## config.mk

```make
export PLATFORM = sky130hd
export DESIGN_NAME = sra_engine_flat
export DESIGN_NICKNAME = d
export VERILOG_FILES = /design/src/rtl/sra_pkg.sv /design/src/rtl/sra_engine_if.sv /design/src/rtl/sra_au.sv /design/src/rtl/sra_engine.sv /design/src/flat_wrapper.sv
export SDC_FILE = /design/constraint.sdc
export NUM_CORES = 1
export LEC_CHECK = 0
export ABC_AREA = 1
export BUFFER_PORTS_ARGS = -buffer_cell sky130_fd_sc_hd__buf_2
export CAP_MARGIN = 20
export CORE_ASPECT_RATIO = 1.4
export CORE_UTILIZATION = 50
export DETAILED_ROUTE_END_ITERATION = 12
export PLACE_DENSITY = 0.8
export SKIP_LAST_GASP = 1
export SLEW_MARGIN = 20
export SYNTH_ARGS = -nofsm -noshare
export SYNTH_HDL_FRONTEND = slang
export SYNTH_SLANG_ARGS = --single-unit
```

## constraint.sdc

```tcl
create_clock -name clk -period 2.9 [get_ports clk]
set_input_delay 0.58 -clock clk [delete_from_list [all_inputs] [get_ports clk]]
set_output_delay 0.58 -clock clk [all_outputs]
set_load 0.005 [all_outputs]
```

## src/rtl/sra_pkg.sv

```systemverilog
// ---------------------------------------------------------------------------
// sra_pkg -- shared definitions for the square-root-approximation engine.
//
// Contents:
//   sra_state_e   : FSM state encoding (one state per pipeline step)
//   au_op_e       : operation select for the shared arithmetic unit
//   SRA_LATENCY   : clocks from accepted start to the done pulse
//   SRA_X_SHIFT   : shift applied to the larger magnitude (x >> 3)
//   SRA_Y_SHIFT   : shift applied to the smaller magnitude (y >> 1)
// ---------------------------------------------------------------------------
package sra_pkg;

    typedef enum logic [2:0] {
        S_IDLE  = 3'd0,
        S_ABS   = 3'd1,
        S_ORDER = 3'd2,
        S_SHIFT = 3'd3,
        S_SUB   = 3'd4,
        S_ADD   = 3'd5,
        S_MAX   = 3'd6,
        S_DONE  = 3'd7
    } sra_state_e;

    typedef enum logic [1:0] {
        AU_ADD = 2'd0,
        AU_SUB = 2'd1,
        AU_MAX = 2'd2
    } au_op_e;

    localparam int SRA_LATENCY = 8;
    localparam int SRA_X_SHIFT = 3;
    localparam int SRA_Y_SHIFT = 1;

endpackage

```

## src/rtl/sra_engine_if.sv

```systemverilog
// ---------------------------------------------------------------------------
// sra_engine_if -- request/result bundle of sra_engine.
//
// Signals:
//   start   : request a computation (honoured only while the engine is idle)
//   in_a    : operand A, signed two's complement, WIDTH bits
//   in_b    : operand B, signed two's complement, WIDTH bits
//   busy    : engine is working on a request
//   done    : one-cycle pulse when result has been updated
//   result  : unsigned approximation of sqrt(A^2 + B^2), WIDTH+1 bits
//
// Modports: master drives the request, slave (the engine) drives the status.
// ---------------------------------------------------------------------------
interface sra_engine_if #(
    parameter int WIDTH = 16
);
    logic             start;
    logic [WIDTH-1:0] in_a;
    logic [WIDTH-1:0] in_b;
    logic             busy;
    logic             done;
    logic [WIDTH:0]   result;

    modport master (
        output start, in_a, in_b,
        input  busy, done, result
    );

    modport slave (
        input  start, in_a, in_b,
        output busy, done, result
    );
endinterface

```

## src/rtl/sra_au.sv

```systemverilog
// ---------------------------------------------------------------------------
// sra_au -- combinational add / subtract / maximum unit, W bits unsigned.
// Shared by the SUB, ADD and MAX steps of sra_engine.
//
// Ports:
//   op_i : operation select (AU_ADD, AU_SUB, AU_MAX)
//   a_i  : first operand
//   b_i  : second operand
//   y_o  : a+b, a-b or max(a,b)
// ---------------------------------------------------------------------------
module sra_au
    import sra_pkg::*;
#(
    parameter int W = 18
) (
    input  au_op_e       op_i,
    input  logic [W-1:0] a_i,
    input  logic [W-1:0] b_i,
    output logic [W-1:0] y_o
);

    always_comb begin
        // NOTE: assign a default before the case so every path drives y_o;
        // a missed branch in combinational logic would otherwise infer a latch.
        y_o = '0;
        case (op_i)
            AU_ADD:  y_o = a_i + b_i;
            AU_SUB:  y_o = a_i - b_i;
            AU_MAX:  y_o = (a_i > b_i) ? a_i : b_i;
            default: y_o = '0;
        endcase
    end

endmodule

```

## src/rtl/sra_engine.sv

```systemverilog
// ---------------------------------------------------------------------------
// sra_engine -- multi-cycle alpha-max-plus-beta-min magnitude estimator.
//
//   x = max(|A|,|B|), y = min(|A|,|B|)
//   t = (x - (x>>3)) + (y>>1),  result = max(t, x)
//
// One FSM step per clock: IDLE, ABS, ORDER, SHIFT, SUB, ADD, MAX, DONE.
// A request accepted at edge k produces done (and a valid result) in the
// cycle after edge k+7; a new request may be accepted in that same cycle.
//
// Ports:
//   clk  : rising-edge clock
//   rst  : synchronous, active-high reset (wins over start)
//   bus  : sra_engine_if.slave (start/in_a/in_b in, busy/done/result out)
//
// Build option:
//   SRA_ROUND_EN : when defined the shift terms round half up,
//                  (x+4)>>3 and (y+1)>>1; otherwise they truncate.
// ---------------------------------------------------------------------------
module sra_engine
    import sra_pkg::*;
#(
    parameter int WIDTH = 16
) (
    input  logic            clk,
    input  logic            rst,
    sra_engine_if.slave     bus
);

    // Internal datapath width: |most-negative| = 2^(WIDTH-1) and
    // t <= 1.375 * 2^(WIDTH-1), so WIDTH+2 bits never overflows.
    localparam int IW = WIDTH + 2;

    sra_state_e       state_q;
    logic [WIDTH-1:0] a_q, b_q;
    logic [IW-1:0]    abs_a_q, abs_b_q;
    logic [IW-1:0]    x_q, y_q;
    logic [IW-1:0]    xs_q, ys_q;
    logic [IW-1:0]    t_q;
    logic [WIDTH:0]   result_q;
    logic             busy_q;
    logic             done_q;

    logic [IW-1:0]    a_ext, b_ext;
    logic [IW-1:0]    abs_a_d, abs_b_d;
    logic [IW-1:0]    x_d, y_d;
    logic [IW-1:0]    xs_d, ys_d;

    au_op_e           au_op;
    logic [IW-1:0]    au_a, au_b, au_y;
    logic             unused_msb;

    // ---------------- magnitude / ordering / shift terms ----------------
    // Sign-extend to IW bits first so negating the most-negative operand
    // yields +2^(WIDTH-1) rather than wrapping.
    assign a_ext   = {{2{a_q[WIDTH-1]}}, a_q};
    assign b_ext   = {{2{b_q[WIDTH-1]}}, b_q};
    assign abs_a_d = a_q[WIDTH-1] ? -a_ext : a_ext;
    assign abs_b_d = b_q[WIDTH-1] ? -b_ext : b_ext;

    assign x_d = (abs_a_q >= abs_b_q) ? abs_a_q : abs_b_q;
    assign y_d = (abs_a_q >= abs_b_q) ? abs_b_q : abs_a_q;

`ifdef SRA_ROUND_EN
    // Round half up: add half of the divisor before shifting.
    localparam logic [IW-1:0] X_RND = IW'(1) << (SRA_X_SHIFT - 1);
    localparam logic [IW-1:0] Y_RND = IW'(1) << (SRA_Y_SHIFT - 1);
    assign xs_d = (x_q + X_RND) >> SRA_X_SHIFT;
    assign ys_d = (y_q + Y_RND) >> SRA_Y_SHIFT;
`else
    assign xs_d = x_q >> SRA_X_SHIFT;
    assign ys_d = y_q >> SRA_Y_SHIFT;
`endif

    // ---------------- shared arithmetic unit ----------------
    // Operand steering by state: SUB x-xs, ADD t+ys, MAX max(t,x).
    always_comb begin
        au_op = AU_ADD;
        au_a  = '0;
        au_b  = '0;
        case (state_q)
            S_SUB: begin
                au_op = AU_SUB;
                au_a  = x_q;
                au_b  = xs_q;
            end
            S_ADD: begin
                au_op = AU_ADD;
                au_a  = t_q;
                au_b  = ys_q;
            end
            S_MAX: begin
                au_op = AU_MAX;
                au_a  = t_q;
                au_b  = x_q;
            end
            default: begin
                au_op = AU_ADD;
                au_a  = '0;
                au_b  = '0;
            end
        endcase
    end

    sra_au #(
        .W (IW)
    ) u_au (
        .op_i (au_op),
        .a_i  (au_a),
        .b_i  (au_b),
        .y_o  (au_y)
    );

    // max(t,x) < 2^(WIDTH+1), so the top internal bit is always zero.
    assign unused_msb = au_y[IW-1];

    // ---------------- FSM with registered outputs ----------------
    // NOTE: sequential state uses non-blocking assignments so every register
    // samples pre-edge values, independent of statement order.
    always_ff @(posedge clk) begin
        if (rst) begin
            state_q  <= S_IDLE;
            a_q      <= '0;
            b_q      <= '0;
            abs_a_q  <= '0;
            abs_b_q  <= '0;
            x_q      <= '0;
            y_q      <= '0;
            xs_q     <= '0;
            ys_q     <= '0;
            t_q      <= '0;
            result_q <= '0;
            busy_q   <= 1'b0;
            done_q   <= 1'b0;
        end else begin
            done_q <= 1'b0;
            case (state_q)
                S_IDLE: begin
                    if (bus.start) begin
                        a_q     <= bus.in_a;
                        b_q     <= bus.in_b;
                        busy_q  <= 1'b1;
                        state_q <= S_ABS;
                    end
                end
                S_ABS: begin
                    abs_a_q <= abs_a_d;
                    abs_b_q <= abs_b_d;
                    state_q <= S_ORDER;
                end
                S_ORDER: begin
                    x_q     <= x_d;
                    y_q     <= y_d;
                    state_q <= S_SHIFT;
                end
                S_SHIFT: begin
                    xs_q    <= xs_d;
                    ys_q    <= ys_d;
                    state_q <= S_SUB;
                end
                S_SUB: begin
                    t_q     <= au_y;
                    state_q <= S_ADD;
                end
                S_ADD: begin
                    t_q     <= au_y;
                    state_q <= S_MAX;
                end
                S_MAX: begin
                    result_q <= au_y[WIDTH:0];
                    state_q  <= S_DONE;
                end
                S_DONE: begin
                    // done rises together with the return to IDLE, so the
                    // pulse lines up with the cycle that can accept a new start.
                    done_q  <= 1'b1;
                    busy_q  <= 1'b0;
                    state_q <= S_IDLE;
                end
                default: begin
                    busy_q  <= 1'b0;
                    state_q <= S_IDLE;
                end
            endcase
        end
    end

    assign bus.busy   = busy_q;
    assign bus.done   = done_q;
    assign bus.result = result_q;

endmodule

```

## src/flat_wrapper.sv

```systemverilog
// flat-port wrapper written by rule: the top's interface ports become plain ports
module sra_engine_flat import sra_pkg::*;
#(
    parameter int WIDTH = 16
)
  (clk, rst, bus_start, bus_in_a, bus_in_b, bus_busy, bus_done, bus_result);
  sra_engine_if #(.WIDTH(WIDTH)) bus_i ();
  input  logic clk;
  input  logic rst;
  input wire logic [$bits(bus_i.start)-1:0] bus_start;
  input wire logic [$bits(bus_i.in_a)-1:0] bus_in_a;
  input wire logic [$bits(bus_i.in_b)-1:0] bus_in_b;
  output wire logic [$bits(bus_i.busy)-1:0] bus_busy;
  output wire logic [$bits(bus_i.done)-1:0] bus_done;
  output wire logic [$bits(bus_i.result)-1:0] bus_result;
  assign bus_i.start = bus_start;
  assign bus_i.in_a = bus_in_a;
  assign bus_i.in_b = bus_in_b;
  assign bus_busy = bus_i.busy;
  assign bus_done = bus_i.done;
  assign bus_result = bus_i.result;
  sra_engine #(.WIDTH(WIDTH)) u_core (.clk(clk), .rst(rst), .bus(bus_i));
endmodule
```

[After elaboration in Yosys (flattened, before gate mapping)]
Cells that the tools add are included.
Storage, ports and cells
  output and inout port bits: 19
  input bits: 35
  bits in registers: 176
  logic and storage cells: 50
Cells by class
  add/sub/neg operators: 4
  equality and inequality tests: 10
  $lt $le $gt $ge: 2
  multiplexer cells: 14
  reduce and logical (&&, ||, !) cells: 7
Operators by type and width (number)
  $pmux W18 S3: 2
  $mux W18: 5
  $neg A18 Y18: 2
  $pmux W18 S2: 1
  $pmux W3 S8: 1
  $add A18 B18 Y18: 1
  $ge A18 B18 Y1: 1
  $gt A18 B18 Y1: 1
  $sub A18 B18 Y18: 1
  $eq A3 B3 Y1 const B: 4
  $eq A3 B2 Y1 const B: 2
  $pmux W2 S2: 1
  $reduce_and A2 Y1: 2
  $reduce_or A2 Y1: 2
  $eq A3 B1 Y1 const B: 1
  $logic_not A3 Y1: 1
  $mux W3: 1
  $eq A2 B1 Y1 const B: 1
  $eq A2 B2 Y1 const B: 1
  $logic_not A2 Y1: 1
  $mux W1: 2
  $ne A2 B2 Y1 const B: 1
  $pmux W1 S2: 1
  $reduce_bool A2 Y1: 1

[Logic depth before layout (Yosys ltp)]
  depth after elaboration: 6
  depth in mapped cells: 24
  mapped depth without buffers: 22

[Modules after synthesis]
From an unflattened synthesis, not the netlist that was laid out.
Unflattened totals
  cell total of the unflattened synthesis: 1681
  area, all modules: 11190.7 µm²
Modules (own cells, without submodules)
  sra_engine: seq. area each 3503.4 µm², area each 8180.3 µm², cells each 1147, instances 1
  sra_au: seq. area each 0.0 µm², area each 3010.4 µm², cells each 534, instances 1

[Worst setup path before layout]
OpenSTA, ideal clock, no wires.
  kind: register -> register
  from: register u_core.state_q[0]
  to: register u_core.t_q[8]
  path slack: -0.194 ns
  buffers on the path: 3
  period minus slack after synthesis: 3.094 ns
  required time: 2.767 ns
  setup time: 0.133 ns
  cell stages (with the launch flop): 22
  arrival time: 2.961 ns
  cell sequence: dfxtp_1 inv_1 ha_1 nand2_1 clkinv_1 buf_2 a22oi_1 inv_1 ha_1 buf_4 nand2_2 inv_2 nand3_2 nor3_2 nand4_4 nand2_4 buf_8 nand2_2 nand3_2 nand3_1 nand2_1 a21oi_2
Between the ends
  longest elaborated chain between the ends: 6
  elaborated cells on any way between the ends: 16
  those cells by class: 2 x add/sub; 1 x order compare; 5 x eq/ne; 5 x mux; 3 x reduce/logical
RTL lines
  from (decl): RTL line sra_engine.sv:34  | sra_state_e state_q;
  from (signal assigned): RTL line sra_engine.sv:122  | state_q <= S_IDLE;
  from (signal assigned): RTL line sra_engine.sv:143  | state_q <= S_ABS;
  from (signal assigned): RTL line sra_engine.sv:149  | state_q <= S_ORDER;
  $eq A3 B3 Y1, on equally long branches: RTL line sra_engine.sv:81, sra_engine.sv:137
  $reduce_or A2 Y1 (no source line)
  $pmux W18 S2: RTL line sra_engine.sv:81  | case (state_q)
  $gt A18 B18 Y1: RTL line sra_au.sv:29  | AU_MAX: y_o = (a_i > b_i) ? a_i : b_i;
  $mux W18: RTL line sra_au.sv:29
  $pmux W18 S3: RTL line sra_au.sv:26  | case (op_i)
  to (signal assigned): RTL line sra_engine.sv:162  | t_q <= au_y;
  to (signal assigned): RTL line sra_engine.sv:166  | t_q <= au_y;
  to (decl): RTL line sra_engine.sv:39  | logic [IW-1:0] t_q;
Several ways; a longest one is shown, not always the timed one.
A chain may end at the register's enable or synchronous reset.

[Worst setup path in the final report]
  from: register u_core.state_q[1]
  to: register u_core.t_q[11]
The elaborated chain is that of the path after synthesis.

==> impl_results.html <==
<table>
<tr><th>Metric</th><th>Value</th></tr>
<tr><th colspan="2">Run status</th></tr>
<tr><td>Outcome</td><td>finished, violations left</td></tr>
<tr><td>Violations in the final reports</td><td>negative setup slack</td></tr>
<tr><th colspan="2">Min path</th></tr>
<tr><td>Worst hold path type</td><td>input port to flop</td></tr>
<tr><td>Launch instance of the worst min-delay path</td><td>bus_in_b[11]</td></tr>
<tr><th colspan="2">Place</th></tr>
<tr><td>Number of I/O port buffers</td><td>53</td></tr>
<tr><td>Detailed placement HPWL</td><td>23.85 mm</td></tr>
<tr><td>Area of placed instances</td><td>12,450 sq um</td></tr>
<tr><td>Placer Congestion</td><td>0.9488</td></tr>
<tr><th colspan="2">STA</th></tr>
<tr><td>Post-route clock period utilization</td><td>104.8%</td></tr>
<tr><td>Pins over their slew limit</td><td>0</td></tr>
<tr><td>Peak Freq</td><td>0.3291 GHz</td></tr>
<tr><td>Transition time at the pin with the least slew margin</td><td>0.8917 ns</td></tr>
<tr><td>Worst slew slack as a fraction of its limit</td><td>40.55%</td></tr>
<tr><td>Fin Clk Skew</td><td>0.01705 ns</td></tr>
<tr><td>Number of setup violations in the final report</td><td>32</td></tr>
<tr><td>Setup repair after global routing missed its margin</td><td>true</td></tr>
<tr><td>Worst setup margin</td><td>-0.1382 ns</td></tr>
<tr><td>Count of endpoints failing hold in the final timing report</td><td>0</td></tr>
<tr><td>Minimum clock period after layout</td><td>3.038 ns</td></tr>
<tr><th colspan="2">Global routing</th></tr>
<tr><td>Initial antenna violation count</td><td>0</td></tr>
<tr><td>Total track usage</td><td>29.86%</td></tr>
<tr><td>Wire length of the first global-routing pass</td><td>53.46 mm</td></tr>
<tr><td>Largest net degree at the start of global routing</td><td>80</td></tr>
<tr><td>Remaining global-route overflow</td><td>0</td></tr>
<tr><td>Via count of the first global-routing pass</td><td>11,224</td></tr>
<tr><th colspan="2">Synth</th></tr>
<tr><td>Biggest area consumer among synthesized cells</td><td>sky130_fd_sc_hd__dfxtp_1</td></tr>
<tr><td>Share of synthesized flip-flops with an asynchronous set or reset</td><td>0%</td></tr>
<tr><td>Mapped Area</td><td>10,880 sq um</td></tr>
<tr><td>Average cell area after synthesis</td><td>6.687 sq um</td></tr>
<tr><td>Number of enable flip-flop cells after synthesis</td><td>0</td></tr>
<tr><td>Flip-flop and latch count after synthesis</td><td>175</td></tr>
<tr><td>Yosys top cell area share</td><td>32.20%</td></tr>
<tr><td>Cells taking the most area after synthesis</td><td>sky130_fd_sc_hd__dfxtp_1 32%, sky130_fd_sc_hd__nand2_1 12%, sky130_fd_sc_hd__a21oi_1 8.6%</td></tr>
<tr><td>Main flop type after synthesis</td><td>sky130_fd_sc_hd__dfxtp_1</td></tr>
<tr><td>Sequential fraction of the synthesis area</td><td>32.20%</td></tr>
<tr><td>Number of standard cells after synthesis</td><td>1,627</td></tr>
<tr><td>Post-synth net total</td><td>1,723</td></tr>
<tr><td>Number of distinct library cells after synthesis</td><td>49</td></tr>
<tr><td>Number of warning messages in the yosys log</td><td>0</td></tr>
<tr><th colspan="2">Critical path</th></tr>
<tr><td>Crit path DAT</td><td>3.32 ns</td></tr>
<tr><td>WP buf/inv</td><td>4</td></tr>
<tr><td>CP top delay family</td><td>simple AND/OR/NAND/NOR gates</td></tr>
<tr><td>Worst flop-to-flop path startpoint</td><td>u_core.state_q[1]$_SDFFE_PP0P_</td></tr>
<tr><td>Slowest-stage cell, CP</td><td>sky130_fd_sc_hd__dfxtp_4</td></tr>
<tr><td>Category of the worst setup path launch point</td><td>flop</td></tr>
<tr><td>Ordered cell list for the critical path</td><td>inv_6 &gt; ha_4 &gt; nand2_8 &gt; nand2_4 &gt; nand2_1 &gt; o21a_1 &gt; inv_1 &gt; ha_4 &gt; nand2_2 &gt; buf_4 &gt; nor3_4 &gt; nand4_4 &gt; nand2_8 &gt; buf_4 &gt; nand2_2 &gt; nand3_2 &gt; nand3_2 &gt; nand2_1 &gt; a21oi_2</td></tr>
<tr><td>Worst Path Required</td><td>3.18 ns</td></tr>
<tr><td>Worst Path Class, Setup</td><td>flop to flop</td></tr>
<tr><td>CP endpoint kind</td><td>flop</td></tr>
<tr><td>Beginning of the critical path</td><td>u_core.state_q[1]$_SDFFE_PP0P_</td></tr>
<tr><td>Critical path peak fanout</td><td>7</td></tr>
<tr><td>Worst stage delay on the critical path</td><td>0.39 ns</td></tr>
<tr><th colspan="2">Flow run</th></tr>
<tr><td>Max-cap viol count</td><td>0</td></tr>
<tr><th colspan="2">Floorplan</th></tr>
<tr><td>Number of primary I/O pins</td><td>54</td></tr>
<tr><td>Placeable core region</td><td>21,280 sq um</td></tr>
<tr><td>Initial core utilization</td><td>51.12%</td></tr>
<tr><td>Total die area</td><td>22,360 sq um</td></tr>
<tr><td>Chip width</td><td>126.7 um</td></tr>
<tr><td>Floorplan die height</td><td>176.5 um</td></tr>
<tr><td>Std cell rows</td><td>63</td></tr>
<tr><th colspan="2">Layout</th></tr>
<tr><td>Most common cell after layout, fill and taps aside</td><td>sky130_fd_sc_hd__nand2_1</td></tr>
<tr><td>Finished Cell Area</td><td>14,020 sq um</td></tr>
<tr><td>Fraction of layout cells with a size suffix above 1</td><td>25.15%</td></tr>
<tr><td>Commonest cells after routing, fill and taps aside</td><td>318 x sky130_fd_sc_hd__nand2_1, 189 x sky130_fd_sc_hd__inv_1, 179 x sky130_fd_sc_hd__buf_4</td></tr>
<tr><td>Synth-to-Final Area Change</td><td>28.89%</td></tr>
<tr><td>Number of nets in the finished design</td><td>1,904</td></tr>
<tr><td>Number of diodes added for antenna fixing</td><td>0</td></tr>
<tr><th colspan="2">Routing</th></tr>
<tr><td>Vias per inst</td><td>5.760</td></tr>
<tr><td>Wire length reported by the detailed router</td><td>34.70 mm</td></tr>
<tr><td>Wire length on met1</td><td>12.78 mm</td></tr>
<tr><td>Antenna-violating nets left</td><td>0</td></tr>
<tr><td>Detailed-routed wire length on met3</td><td>1.801 mm</td></tr>
<tr><td>Detailed route wirelength on metal2</td><td>17.82 mm</td></tr>
<tr><td>Topmost layer with routed signal wires</td><td>met4</td></tr>
<tr><td>Total via count after detailed routing</td><td>11,986</td></tr>
<tr><td>Initial DRC Count</td><td>845</td></tr>
<tr><td>Final routed wire length divided by cell count</td><td>16.67 um</td></tr>
<tr><td>DRC Markers</td><td>0</td></tr>
<tr><td>Count of TritonRoute iterations in the first routing pass</td><td>7</td></tr>
<tr><th colspan="2">CTS</th></tr>
<tr><td>Insertion delay of the later-clocked pin in the worst-skew pair</td><td>0.44 ns</td></tr>
<tr><td>Number of buffers inserted during clock tree synthesis</td><td>17</td></tr>
<tr><td>Clock-pin slew of the registers on the worst-case setup and hold paths</td><td>0.07 ns</td></tr>
<tr><td>Clock root buffer</td><td>sky130_fd_sc_hd__clkbuf_16</td></tr>
<tr><td>Number of H-tree branching levels</td><td>4</td></tr>
<tr><td>CTS sink cnt</td><td>175</td></tr>
<tr><td>Clock tree from TritonCTS</td><td>built</td></tr>
<tr><td>Worst-case clock buffer depth</td><td>2</td></tr>
<tr><td>Number of hold-repair buffers added at the cts stage</td><td>0</td></tr>
<tr><th colspan="2">Power</th></tr>
<tr><td>Largest voltage drop on the vdd net</td><td>691.4 uV</td></tr>
<tr><td>Cell leakage power</td><td>6.730 nW</td></tr>
<tr><td>Overall Power</td><td>0.01176 W</td></tr>
<tr><td>P per Cell Area</td><td>838.7 nW/um^2</td></tr>
</table>
power by group:
part / internal (W) / switching, W / total, W
registers: 0.00308 / 0.000491 / 0.00357
clock network: 0.00132 / 0.000984 / 0.00231
logic: 0.00209 / 0.00380 / 0.00588
worst reg2reg max path, stage by stage (launching register included):
cell and delay, ns:
sky130_fd_sc_hd__dfxtp_4 0.39, sky130_fd_sc_hd__inv_6 0.05, sky130_fd_sc_hd__ha_4 0.18, sky130_fd_sc_hd__nand2_8 0.13
sky130_fd_sc_hd__nand2_4 0.13, sky130_fd_sc_hd__nand2_1 0.11, sky130_fd_sc_hd__o21a_1 0.16, sky130_fd_sc_hd__inv_1 0.10
sky130_fd_sc_hd__ha_4 0.30, sky130_fd_sc_hd__nand2_2 0.08, sky130_fd_sc_hd__buf_4 0.16, sky130_fd_sc_hd__nor3_4 0.21
sky130_fd_sc_hd__nand4_4 0.20, sky130_fd_sc_hd__nand2_8 0.16, sky130_fd_sc_hd__buf_4 0.13, sky130_fd_sc_hd__nand2_2 0.06
sky130_fd_sc_hd__nand3_2 0.10, sky130_fd_sc_hd__nand3_2 0.08, sky130_fd_sc_hd__nand2_1 0.11, sky130_fd_sc_hd__a21oi_2 0.07
cells in the mapped netlist, types with 12 or more instances:
master                       n
sky130_fd_sc_hd__a21oi_1   188
sky130_fd_sc_hd__buf_2      19
sky130_fd_sc_hd__clkbuf_1   61
sky130_fd_sc_hd__dfxtp_1   175
sky130_fd_sc_hd__ha_1       59
sky130_fd_sc_hd__inv_1     206
sky130_fd_sc_hd__nand2_1   336
sky130_fd_sc_hd__nand2_2    12
sky130_fd_sc_hd__nand3_1   156
sky130_fd_sc_hd__nand4_1    49
sky130_fd_sc_hd__nor2_1     89
sky130_fd_sc_hd__nor3_1     18
sky130_fd_sc_hd__o21a_1     17
sky130_fd_sc_hd__o21ai_0   128
sky130_fd_sc_hd__xor2_1     24
state kept, by name, indices dropped and copies added, names as in the netlist, 15 cells and up:
register           count
u_core.ys_q           17
u_core.b_q            16
u_core.abs_a_q        18
u_core.xs_q           15
u_core.bus.result     17
u_core.x_q            18
u_core.t_q            18
u_core.y_q            17
u_core.a_q            16
u_core.abs_b_q        18
layout make-up:
type                            instances  area, sq um
Multi-Input combinational cell       1156         6940
Tap cell                              260        325.3
Clock inverter                         11        130.1
Sequential cell                       175         3515
Fill cell                            1761         7261
Clock buffer                           21        460.4
Inverter                              211        825.8
Timing Repair inverter                  1        8.758
Timing Repair Buffer                  246         1817
stage by stage:
stage	setup slack (ns)	hold slack, ns	utilization, %	setup TNS, ns	cells
final	-0.1382	0.4176	65.88	-1.861	2081
after CTS	-0.004951	0.4129	63.47	-0.004951	2063
after global routing	-0.2168	0.4309	65.88	-5.344	2081
after detailed placement	-0.3123	0.4472	58.51	-8.289	2023
after floorplan	0.001055	0.4303	-	0	1627
after global placement	-0.2145	0.4415	58.51	-6.108	2023
repair_timing:
item	CTS	global route
cloned	2	2
pin swaps	14	26
setup endpoints to repair	35	36
resized for setup	84	93
buffers inserted	6	16
cell families (layout without fill, tap and decap cells):
kind of cell | after synthesis | in the layout | share of synthesized area, %
AOI/OAI and AO/OA | 375 | 375 | 18.79
xor gates and xnor gates | 24 | 24 | 1.932
adders and majority gates | 61 | 61 | 7.154
buffers and inverters | 298 | 490 | 10.85
DFF | 175 | 175 | 32.20
and+or+nand+nor | 694 | 696 | 29.07
metal layers:
layer / vias up / global-route usage, %
met3: 154 / 3.909
met5: - / 0
met2: 521 / 55.02
met1: 5551 / 31.56
met4: 0 / 20.24
li1: 5760 / -
final timing paths:
check,endpoint,slack [ns],depth (start not counted)
worst max-delay path,u_core.t_q[11]$_SDFFE_PP0P_,-0.14,19
worst min register to register,u_core.bus.busy$_SDFFE_PP0P_,0.46,2
worst min-delay path,u_core.b_q[11]$_SDFFE_PP0P_,0.42,3
worst max register to register,u_core.t_q[11]$_SDFFE_PP0P_,-0.14,19
No activity file was read; power rests on OpenSTA's default activity.
